`src/rtl/temp_sens_ctrl.sv`:
```
// Temperature sensor sequencer: issues the configuration write after reset, then runs
// periodic or triggered 2-byte reads through an external SPI engine and captures the result.
module temp_sens_ctrl #(
  parameter logic [15:0] CFG_CMD = 16'h0160,
  parameter logic [15:0] RD_CMD  = 16'h0000,
  parameter logic [15:0] PERIOD  = 16'd1000,
  parameter logic [7:0]  TIMEOUT = 8'd100
) (
  input  logic        sck_in,
  input  logic        rst_n,
  input  logic        enable,
  input  logic        trig,
  input  logic        err_clr,
  output logic [15:0] spi_tx_data,
  output logic [1:0]  spi_tx_cnt,
  output logic [1:0]  spi_rx_cnt,
  output logic        spi_start,
  input  logic [31:0] spi_rx_data,
  input  logic        spi_trans_done,
  output logic [15:0] temp,
  output logic        temp_valid,
  output logic        busy,
  output logic        err_timeout
);

  typedef enum logic [2:0] {
    CFG_REQ,
    CFG_REL,
    IDLE,
    RD_REQ,
    CAPTURE,
    RD_REL
  } state_e;

  localparam logic [15:0] PER_LAST = PERIOD - 16'd1;

  state_e      state_q, state_d;
  logic [15:0] per_cnt_q, per_cnt_d;
  logic [7:0]  to_cnt_q, to_cnt_d;
  logic        pend_q, pend_d;
  logic        start_q, start_d;
  logic [15:0] tx_data_q, tx_data_d;
  logic [1:0]  tx_cnt_q, tx_cnt_d;
  logic [1:0]  rx_cnt_q, rx_cnt_d;
  logic [15:0] temp_q, temp_d;
  logic        tv_q, tv_d;
  logic        busy_q, busy_d;
  logic        err_q, err_d;
  logic        err_set;
  logic        per_hit;
  logic        to_hit;
  logic        rx_hi_unused;

  assign rx_hi_unused = ^spi_rx_data[31:16];

  assign per_hit = (state_q == IDLE) && enable && (PERIOD != 16'd0) && (per_cnt_q == PER_LAST);
  assign to_hit  = (({1'b0, to_cnt_q} + 9'd1) >= {1'b0, TIMEOUT});

  always_comb begin
    state_d   = state_q;
    per_cnt_d = per_cnt_q;
    to_cnt_d  = to_cnt_q;
    pend_d    = pend_q;
    start_d   = start_q;
    tx_data_d = tx_data_q;
    tx_cnt_d  = tx_cnt_q;
    rx_cnt_d  = rx_cnt_q;
    temp_d    = temp_q;
    tv_d      = 1'b0;
    err_set   = 1'b0;

    if (trig) begin
      pend_d = 1'b1;
    end

    case (state_q)
      CFG_REQ: begin
        // start_q low here only on the first cycle out of reset: launch the config write
        if (!start_q) begin
          start_d   = 1'b1;
          tx_data_d = CFG_CMD;
          tx_cnt_d  = 2'd2;
          rx_cnt_d  = 2'd0;
          to_cnt_d  = '0;
        end else if (spi_trans_done) begin
          start_d = 1'b0;
          state_d = CFG_REL;
        end else if (to_hit) begin
          start_d = 1'b0;
          err_set = 1'b1;
          state_d = CFG_REL;
        end else begin
          to_cnt_d = to_cnt_q + 8'd1;
        end
      end

      CFG_REL, RD_REL: begin
        if (!spi_trans_done) begin
          state_d = IDLE;
        end
      end

      IDLE: begin
        // a pending or same-cycle trig and a period hit collapse into one read
        if (pend_q || trig || per_hit) begin
          state_d   = RD_REQ;
          start_d   = 1'b1;
          tx_data_d = RD_CMD;
          tx_cnt_d  = 2'd2;
          rx_cnt_d  = 2'd2;
          to_cnt_d  = '0;
          per_cnt_d = '0;
          pend_d    = 1'b0;
        end else if (enable && (PERIOD != 16'd0)) begin
          per_cnt_d = per_cnt_q + 16'd1;
        end
      end

      RD_REQ: begin
        if (spi_trans_done) begin
          start_d = 1'b0;
          temp_d  = spi_rx_data[15:0];
          tv_d    = 1'b1;
          state_d = CAPTURE;
        end else if (to_hit) begin
          start_d = 1'b0;
          err_set = 1'b1;
          state_d = RD_REL;
        end else begin
          to_cnt_d = to_cnt_q + 8'd1;
        end
      end

      CAPTURE: begin
        state_d = RD_REL;
      end

      default: begin
        state_d = IDLE;
      end
    endcase

    if (err_set) begin
      err_d = 1'b1;
    end else if (err_clr) begin
      err_d = 1'b0;
    end else begin
      err_d = err_q;
    end

    busy_d = (state_d != IDLE);
  end

  always_ff @(posedge sck_in or negedge rst_n) begin
    if (!rst_n) begin
      state_q   <= CFG_REQ;
      per_cnt_q <= '0;
      to_cnt_q  <= '0;
      pend_q    <= 1'b0;
      start_q   <= 1'b0;
      tx_data_q <= '0;
      tx_cnt_q  <= '0;
      rx_cnt_q  <= '0;
      temp_q    <= '0;
      tv_q      <= 1'b0;
      busy_q    <= 1'b1;
      err_q     <= 1'b0;
    end else begin
      state_q   <= state_d;
      per_cnt_q <= per_cnt_d;
      to_cnt_q  <= to_cnt_d;
      pend_q    <= pend_d;
      start_q   <= start_d;
      tx_data_q <= tx_data_d;
      tx_cnt_q  <= tx_cnt_d;
      rx_cnt_q  <= rx_cnt_d;
      temp_q    <= temp_d;
      tv_q      <= tv_d;
      busy_q    <= busy_d;
      err_q     <= err_d;
    end
  end

  assign spi_start   = start_q;
  assign spi_tx_data = tx_data_q;
  assign spi_tx_cnt  = tx_cnt_q;
  assign spi_rx_cnt  = rx_cnt_q;
  assign temp        = temp_q;
  assign temp_valid  = tv_q;
  assign busy        = busy_q;
  assign err_timeout = err_q;

endmodule

```
`config.mk`:
```
export PLATFORM = sky130hd
export DESIGN_NAME = temp_sens_ctrl
export DESIGN_NICKNAME = d
export VERILOG_FILES = /design/src/rtl/temp_sens_ctrl.sv
export SDC_FILE = /design/constraint.sdc
export NUM_CORES = 1
export LEC_CHECK = 0
export ABC_AREA = 1
export CORE_MARGIN = 1
export CORE_UTILIZATION = 48
export DETAILED_ROUTE_END_ITERATION = 16
export HOLD_SLACK_MARGIN = 0.08
export PLACE_DENSITY = 0.81
export SLEW_MARGIN = 30
export SYNTH_ARGS = -nofsm -noshare
export SYNTH_HDL_FRONTEND = slang
export SYNTH_SLANG_ARGS = --single-unit
```
`constraint.sdc`:
```
create_clock -name sck_in -period 1.79 [get_ports sck_in]
set_input_delay 0.358 -clock sck_in [delete_from_list [all_inputs] [get_ports sck_in]]
set_output_delay 0.358 -clock sck_in [all_outputs]
set_load 0.02 [all_outputs]
```
==> flow_summary.json, run 1 <==
{
  "status": "complete, but fails checks",
  "failed_checks": "setup timing",
  "die-height_um": 77.3,
  "hold_class": "reg2reg",
  "clock_path_buffers": 2,
  "postRouteAntennaNets": 0,
  "min_period_ps": 1820,
  "max_freq_ghz": 0.551,
  "wirelength_mm": 6.09,
  "synth_area_um2": 2720,
  "grt_pass1_wl_mm": 9.76,
  "ys_warn_count": 0,
  "cts_root_buf": "clkbuf_8",
  "dieWidth_um": 77.3,
  "via_count": 2381,
  "synthDominantCellAreaShare": 0.460,
  "pre_cts_ws_ps": -170,
  "fin_crit_sh": 1.01,
  "coreArea_um2": 5470,
  "ir_drop_uv": 909,
  "regArea_um2": 1280,
  "power.internal_w": 0.00301,
  "overflow": 0,
  "p_total_w": 0.00536,
  "antenna_found_initial": 0,
  "synth_compound_area_frac": 0.0800,
  "hold_viol_final": 0,
  "synth.distinct_cells": 35,
  "slew_headroom": 0.665,
  "crit_type": "reg2reg",
  "ys_seq_elements": 51,
  "route.detailed.drc": 0,
  "numPortBuffers": 46,
  "slowest_delay_ps": 410,
  "dr.pass1.iters": 4,
  "ys_seq_area_frac": 0.470,
  "drive_gt1_frac": 0.167,
  "cts_max_level": 2,
  "report.final.setup_viol": 2,
  "p_leak_nw": 1.75,
  "crit_fanout": 7,
  "clock_latency_ps": 310,
  "cp.arrival_ps": 2030,
  "cp-start-kind": "flop",
  "syn2layout_area_growth_pct": 31.0,
  "end_kind": "flop",
  "diodes": 0,
  "syn_area_per_cell_um2": 7.84,
  "cts_made_buffers": 5,
  "nets": 460,
  "p_clk_frac": 0.135,
  "gp_congestion": 0.845,
  "viasPerCell": 4.84,
  "drt_iter0_drc": 105,
  "slowest_stage": "dfrtp_1",
  "holdWs_ps": 472,
  "cpLargestDelayFamily": "simple AND/OR/NAND/NOR gates",
  "hpwlAfterDp_mm": 4.31,
  "comb_power_share": 0.530,
  "num_rows": 27,
  "multiInputGateArea_um2": 1270,
  "final.fill_count": 473,
  "ios": 78,
  "cp.required_ps": 2010,
  "clock_sinks": 51,
  "cts_tree": "built",
  "synthCells": 347,
  "yosys.area.top_type": "dfrtp_1",
  "setup_slack_ps": -25.2,
  "critPathBufInv": 1,
  "fin_skew_ps": 7.07,
  "cp_common_cell": "nand2_1",
  "power_density_nw_per_um2": 1500,
  "first_global_vias": 2273,
  "slew_viol_final": 0,
  "synthTopCellsByArea": "dfrtp_1 (46%), nand2_1 (15%), nor2_1 (5.4%)",
  "synthAdderAreaFrac": 0.0138,
  "initial_core_util": 0.497,
  "tightest_slew_ps": 497,
  "clk_pin_slew_ps": 100,
  "wl_per_cell_um": 12.4,
  "p_sw_w": 0.00234,
  "crit_chain": "buf_4 -> nand3_2 -> o21ai_1 -> nand2_1 -> nand3_4 -> nand3_4 -> nor2_4 -> nand2_1 -> nand2_1 -> nor2_1",
  "synth_xor_area_frac": 0.00966,
  "track_usage": 0.206,
  "yosys.area_share.simple": 0.311,
  "die-area_um2": 5970,
  "max_cap_viol_count": 0,
  "synth_top_family_by_area": "simple AND/OR/NAND/NOR gates",
  "p_sw_frac": 0.437,
  "grt_max_degree": 33,
  "rsz0062_at_grt": "true",
  "muxShareOfSynthArea": 0,
  "p_seq_frac": 0.335
}
-- cell type report --
cell class / count / area share
clock inverters: 3 / 0.00773
inverters: 41 / 0.0446
repair buffers: 72 / 0.188
well taps: 72 / 0.0253
clock buffers: 5 / 0.0193
flip-flops and latches: 51 / 0.359
multi-input cells: 248 / 0.357
-- power by group through the flow --
stage	logic, W	registers (W)	clock network, W
finish	0.00284	0.00179	0.000725
global route	0.00310	0.00184	0.000767
global placement	0.00251	0.00178	0
detailed placement	0.00261	0.00179	0
CTS	0.00264	0.00177	0.000730
floorplan	0.00136	0.00204	0
-- routing by layer --
metal	up-vias	GRT usage	wire length [um]
met1	1123	0.231	2510
met3	11	0.0345	213
li1	1192	-	-
met4	0	0.0717	114
met5	-	0	0
met2	55	0.386	3260
-- flip-flops by register name, indices dropped and copies added, names as in the netlist --
| signal | flops |
|---|---|
| spi_tx_cnt | 1 |
| err_timeout | 1 |
| spi_tx_data | 1 |
| spi_start | 1 |
| state_q | 3 |
| busy | 1 |
| temp_valid | 1 |
| pend_q | 1 |
| spi_rx_cnt | 1 |
| to_cnt_q | 8 |
| per_cnt_q | 16 |
| temp | 16 |
-- layout by cell type (no fill, tap or decap), types with 5 or more instances in the layout --
cell type / n
conb_1: 15
dfrtp_1: 50
a21oi_1: 11
o21ai_0: 13
inv_2: 5
nand3_1: 12
buf_4: 23
nand2_1: 106
clkdlybuf4s50_1: 44
inv_1: 34
nor2_1: 36
nor3_1: 5
o21ai_1: 5
clkbuf_8: 5
-- worst paths after layout --
kind	end	depth (start not counted)	slack, ps	startpoint
setup reg to reg	to_cnt_q[0]	10	-30	to_cnt_q[0]
max in group asynchronous	busy	3	870	rst_n
min in group asynchronous	per_cnt_q[5]	3	530	rst_n
setup / recovery	to_cnt_q[0]	10	-30	to_cnt_q[0]
hold / removal	per_cnt_q[7]	1	470	per_cnt_q[7]
hold reg to reg	per_cnt_q[7]	1	470	per_cnt_q[7]
-- worst register-to-register path: stages (launching register included) --
cell     delay [ps]
dfrtp_1         410
buf_4           170
nand3_2         100
o21ai_1         220
nand2_1         150
nand3_4         120
nand3_4         140
nor2_4          200
nand2_1          80
nand2_1          70
nor2_1           50
-- through the flow --
step | TNS [ps] | instance area (um^2) | util | std cells
finish | -35.2 | 3560 | 0.651 | 492
CTS | 0 | 3400 | 0.621 | 481
detailed placement | -1770 | 3280 | 0.600 | 472
global placement | -847 | 3280 | 0.600 | 472
floorplan | 0 | 2770 | - | 361
global route | -249 | 3560 | 0.651 | 492
-- logic make-up (layout without fill, tap and decap cells) --
logic type,after synthesis,in the layout
and+or+nand+nor,189,189
buffers and inverters,62,121
adders and majority gates,3,3
DFF,51,51
other,1,15
AOI/OAI and AO/OA,38,38
xor gates and xnor gates,3,3
-- Yosys cell counts --
cell type	count
nand2_1	110
dfrtp_1	50
nor2_1	39
inv_1	35
buf_4	17
nand3_1	15
o21ai_0	15
a21oi_1	12
inv_2	5
nor3_1	5
o21bai_1	4
buf_2	3
ha_1	3
nand3_2	3
nand4_1	3
o21ai_1	3
xor2_1	3
nand2_2	2
nand2_4	2
nor2_2	2
nor2_4	2
a21oi_4	1
a31oi_1	1
buf_6	1
conb_1	1
dfstp_2	1
inv_4	1
nand3_4	1
nand3b_1	1
nor2_8	1
nor3_2	1
nor3b_1	1
o211ai_1	1
o21a_1	1
or2_1	1
-- repair_timing --
action / 4_1_cts / 5_1_grt
resized for setup: 3 / 23
setup buffers: 0 / 11
setup endpoints to repair: 4 / 23
pin swaps: 0 / 12
hold endpoints to repair: 19 / 0
hold buffers: 1 / 0
Power figures use the tool's default switching activity.
==> run 2, diff against run 1 <==
SKIP_CTS_REPAIR_TIMING = 1   (was default)
==> run 2 against run 1 <==
- the run still ends with setup timing left
- final area rose by 0.98%
- setup slack better by 7.5 ps
- non-clock buffer count is 1 higher
- sequential cell count is the same
- clock-buffer cell count unchanged
- routed wire length up 0.33%
- core utilization rose by 0.64 points
- power is 2.2% higher
- die area unchanged
- critical path type unchanged
==> flow_summary.json, run 2 (synthesis results as in run 1) <==
{
  "status": "complete, but fails checks",
  "failed_checks": "setup timing",
  "antenna_found_initial": 0,
  "dieWidth_um": 77.3,
  "rrSetupSlack_ps": -20,
  "clock_latency_ps": 310,
  "met2_wirelength_mm": 3.25,
  "pre_cts_ws_ps": -170,
  "die-area_um2": 5970,
  "place_area_um2": 3280,
  "overflow": 0,
  "cp.arrival_ps": 2020,
  "report.final.setup_viol": 1,
  "cts_root_buf": "clkbuf_8",
  "num_rows": 27,
  "end_kind": "flop",
  "initial_core_util": 0.497,
  "crit_type": "reg2reg",
  "cp.required_ps": 2000,
  "m1WireLength_mm": 2.53,
  "slew_viol_final": 0,
  "power_density_nw_per_um2": 1520,
  "setup_slack_ps": -17.7,
  "tightest_slew_ps": 491,
  "layout_commonest_cell": "nand2_1",
  "drt_iter0_drc": 86,
  "nets": 461,
  "hold_viol_final": 0,
  "fin_crit_sh": 1.01,
  "hold_class": "reg2reg",
  "route.detailed.drc": 0,
  "crit_fanout": 7,
  "track_usage": 0.205,
  "syn2layout_area_growth_pct": 32.2,
  "via_count": 2384,
  "first_global_vias": 2267,
  "final_util": 0.657,
  "gp_congestion": 0.845,
  "dr.pass1.iters": 4,
  "wl_met3_um": 220,
  "ios": 78,
  "hpwlAfterDp_mm": 4.31,
  "wirelength_mm": 6.11,
  "numPortBuffers": 46,
  "viasPerCell": 4.84,
  "final_cell_mix": "nand2_1 (106), dfrtp_1 (50), clkdlybuf4s50_1 (44)",
  "postRouteAntennaNets": 0,
  "wl_per_cell_um": 12.4,
  "drive_gt1_frac": 0.173,
  "max_cap_viol_count": 0,
  "diodes": 0,
  "cts_made_buffers": 5,
  "cts_tree": "built",
  "grt_pass1_wl_mm": 9.74,
  "ir_drop_uv": 907,
  "clock_path_buffers": 2,
  "p_total_w": 0.00547,
  "grt_max_degree": 33,
  "cts_max_level": 2,
  "finalInstanceArea_um2": 3600,
  "slew_headroom": 0.669,
  "min_period_ps": 1810,
  "rsz0062_at_grt": "true",
  "cp-start-kind": "flop",
  "p_leak_nw": 1.77,
  "coreArea_um2": 5470,
  "highest_layer": "met4",
  "clk_pin_slew_ps": 100,
  "fin_skew_ps": 8.21,
  "max_freq_ghz": 0.553,
  "die-height_um": 77.3,
  "final.fill_count": 470,
  "clock_sinks": 51
}
==> run 2: worst paths after layout <==
check	from	to	cells after the start
min	per_cnt_q[7]	per_cnt_q[7]	1
max in group asynchronous	rst_n	busy	3
min reg2reg	per_cnt_q[7]	per_cnt_q[7]	1
max reg2reg	to_cnt_q[0]	to_cnt_q[0]	10
min in group asynchronous	rst_n	per_cnt_q[5]	3
max	to_cnt_q[0]	to_cnt_q[0]	10
==> run 2: metal layers <==
metal,vias to the layer above,track usage
met5,-,0
met4,0,0.0717
met2,63,0.384
li1,1192,-
met3,11,0.0345
met1,1118,0.231
==> run 2: stage by stage <==
step	std cells	TNS [ps]	hold WS (ps)
2_1_floorplan	361	0	62.4
3_3_place_gp	472	-847	346
3_5_place_dp	472	-1770	354
4_1_cts	480	-165	11.7
5_1_grt	493	-281	497
6_report	493	-17.7	465
==> run 2: area by class of cell <==
| cell class | count | area (um^2) | area share |
|---|---|---|---|
| Clock buffer | 5 | 68.8 | 0.0191 |
| Clock inverter | 3 | 27.5 | 0.00765 |
| Inverter | 41 | 161 | 0.0449 |
| Multi-Input combinational cell | 248 | 1280 | 0.355 |
| Sequential cell | 51 | 1280 | 0.355 |
| Tap cell | 72 | 90.1 | 0.0250 |
| Timing Repair Buffer | 73 | 696 | 0.193 |
==> run 2: critical path, cell delays in order (launching register included) <==
cell and delay, ps:
dfrtp_1 410, buf_4 160, nand3_2 100, o21ai_1 210, nand2_1 140, nand3_4 120
nand3_4 140, nor2_4 200, nand2_1 80, nand2_1 70, nor2_1 50
==> run 2: report_power, final <==
group / internal (W) / leakage [nW] / switching (W) / total (W)
registers: 0.00151 / 0.655 / 0.000282 / 0.00180
logic: 0.00129 / 1.07 / 0.00167 / 0.00296
clock network: 0.000291 / 0.0467 / 0.000430 / 0.000721
total: 0.00309 / 1.77 / 0.00238 / 0.00547
==> run 3, diff against run 2 <==
SKIP_CTS_REPAIR_TIMING = default   (was 1)
==> results of run 3 <==
The final DEF is identical to that of run 1; final timing and power are the same.
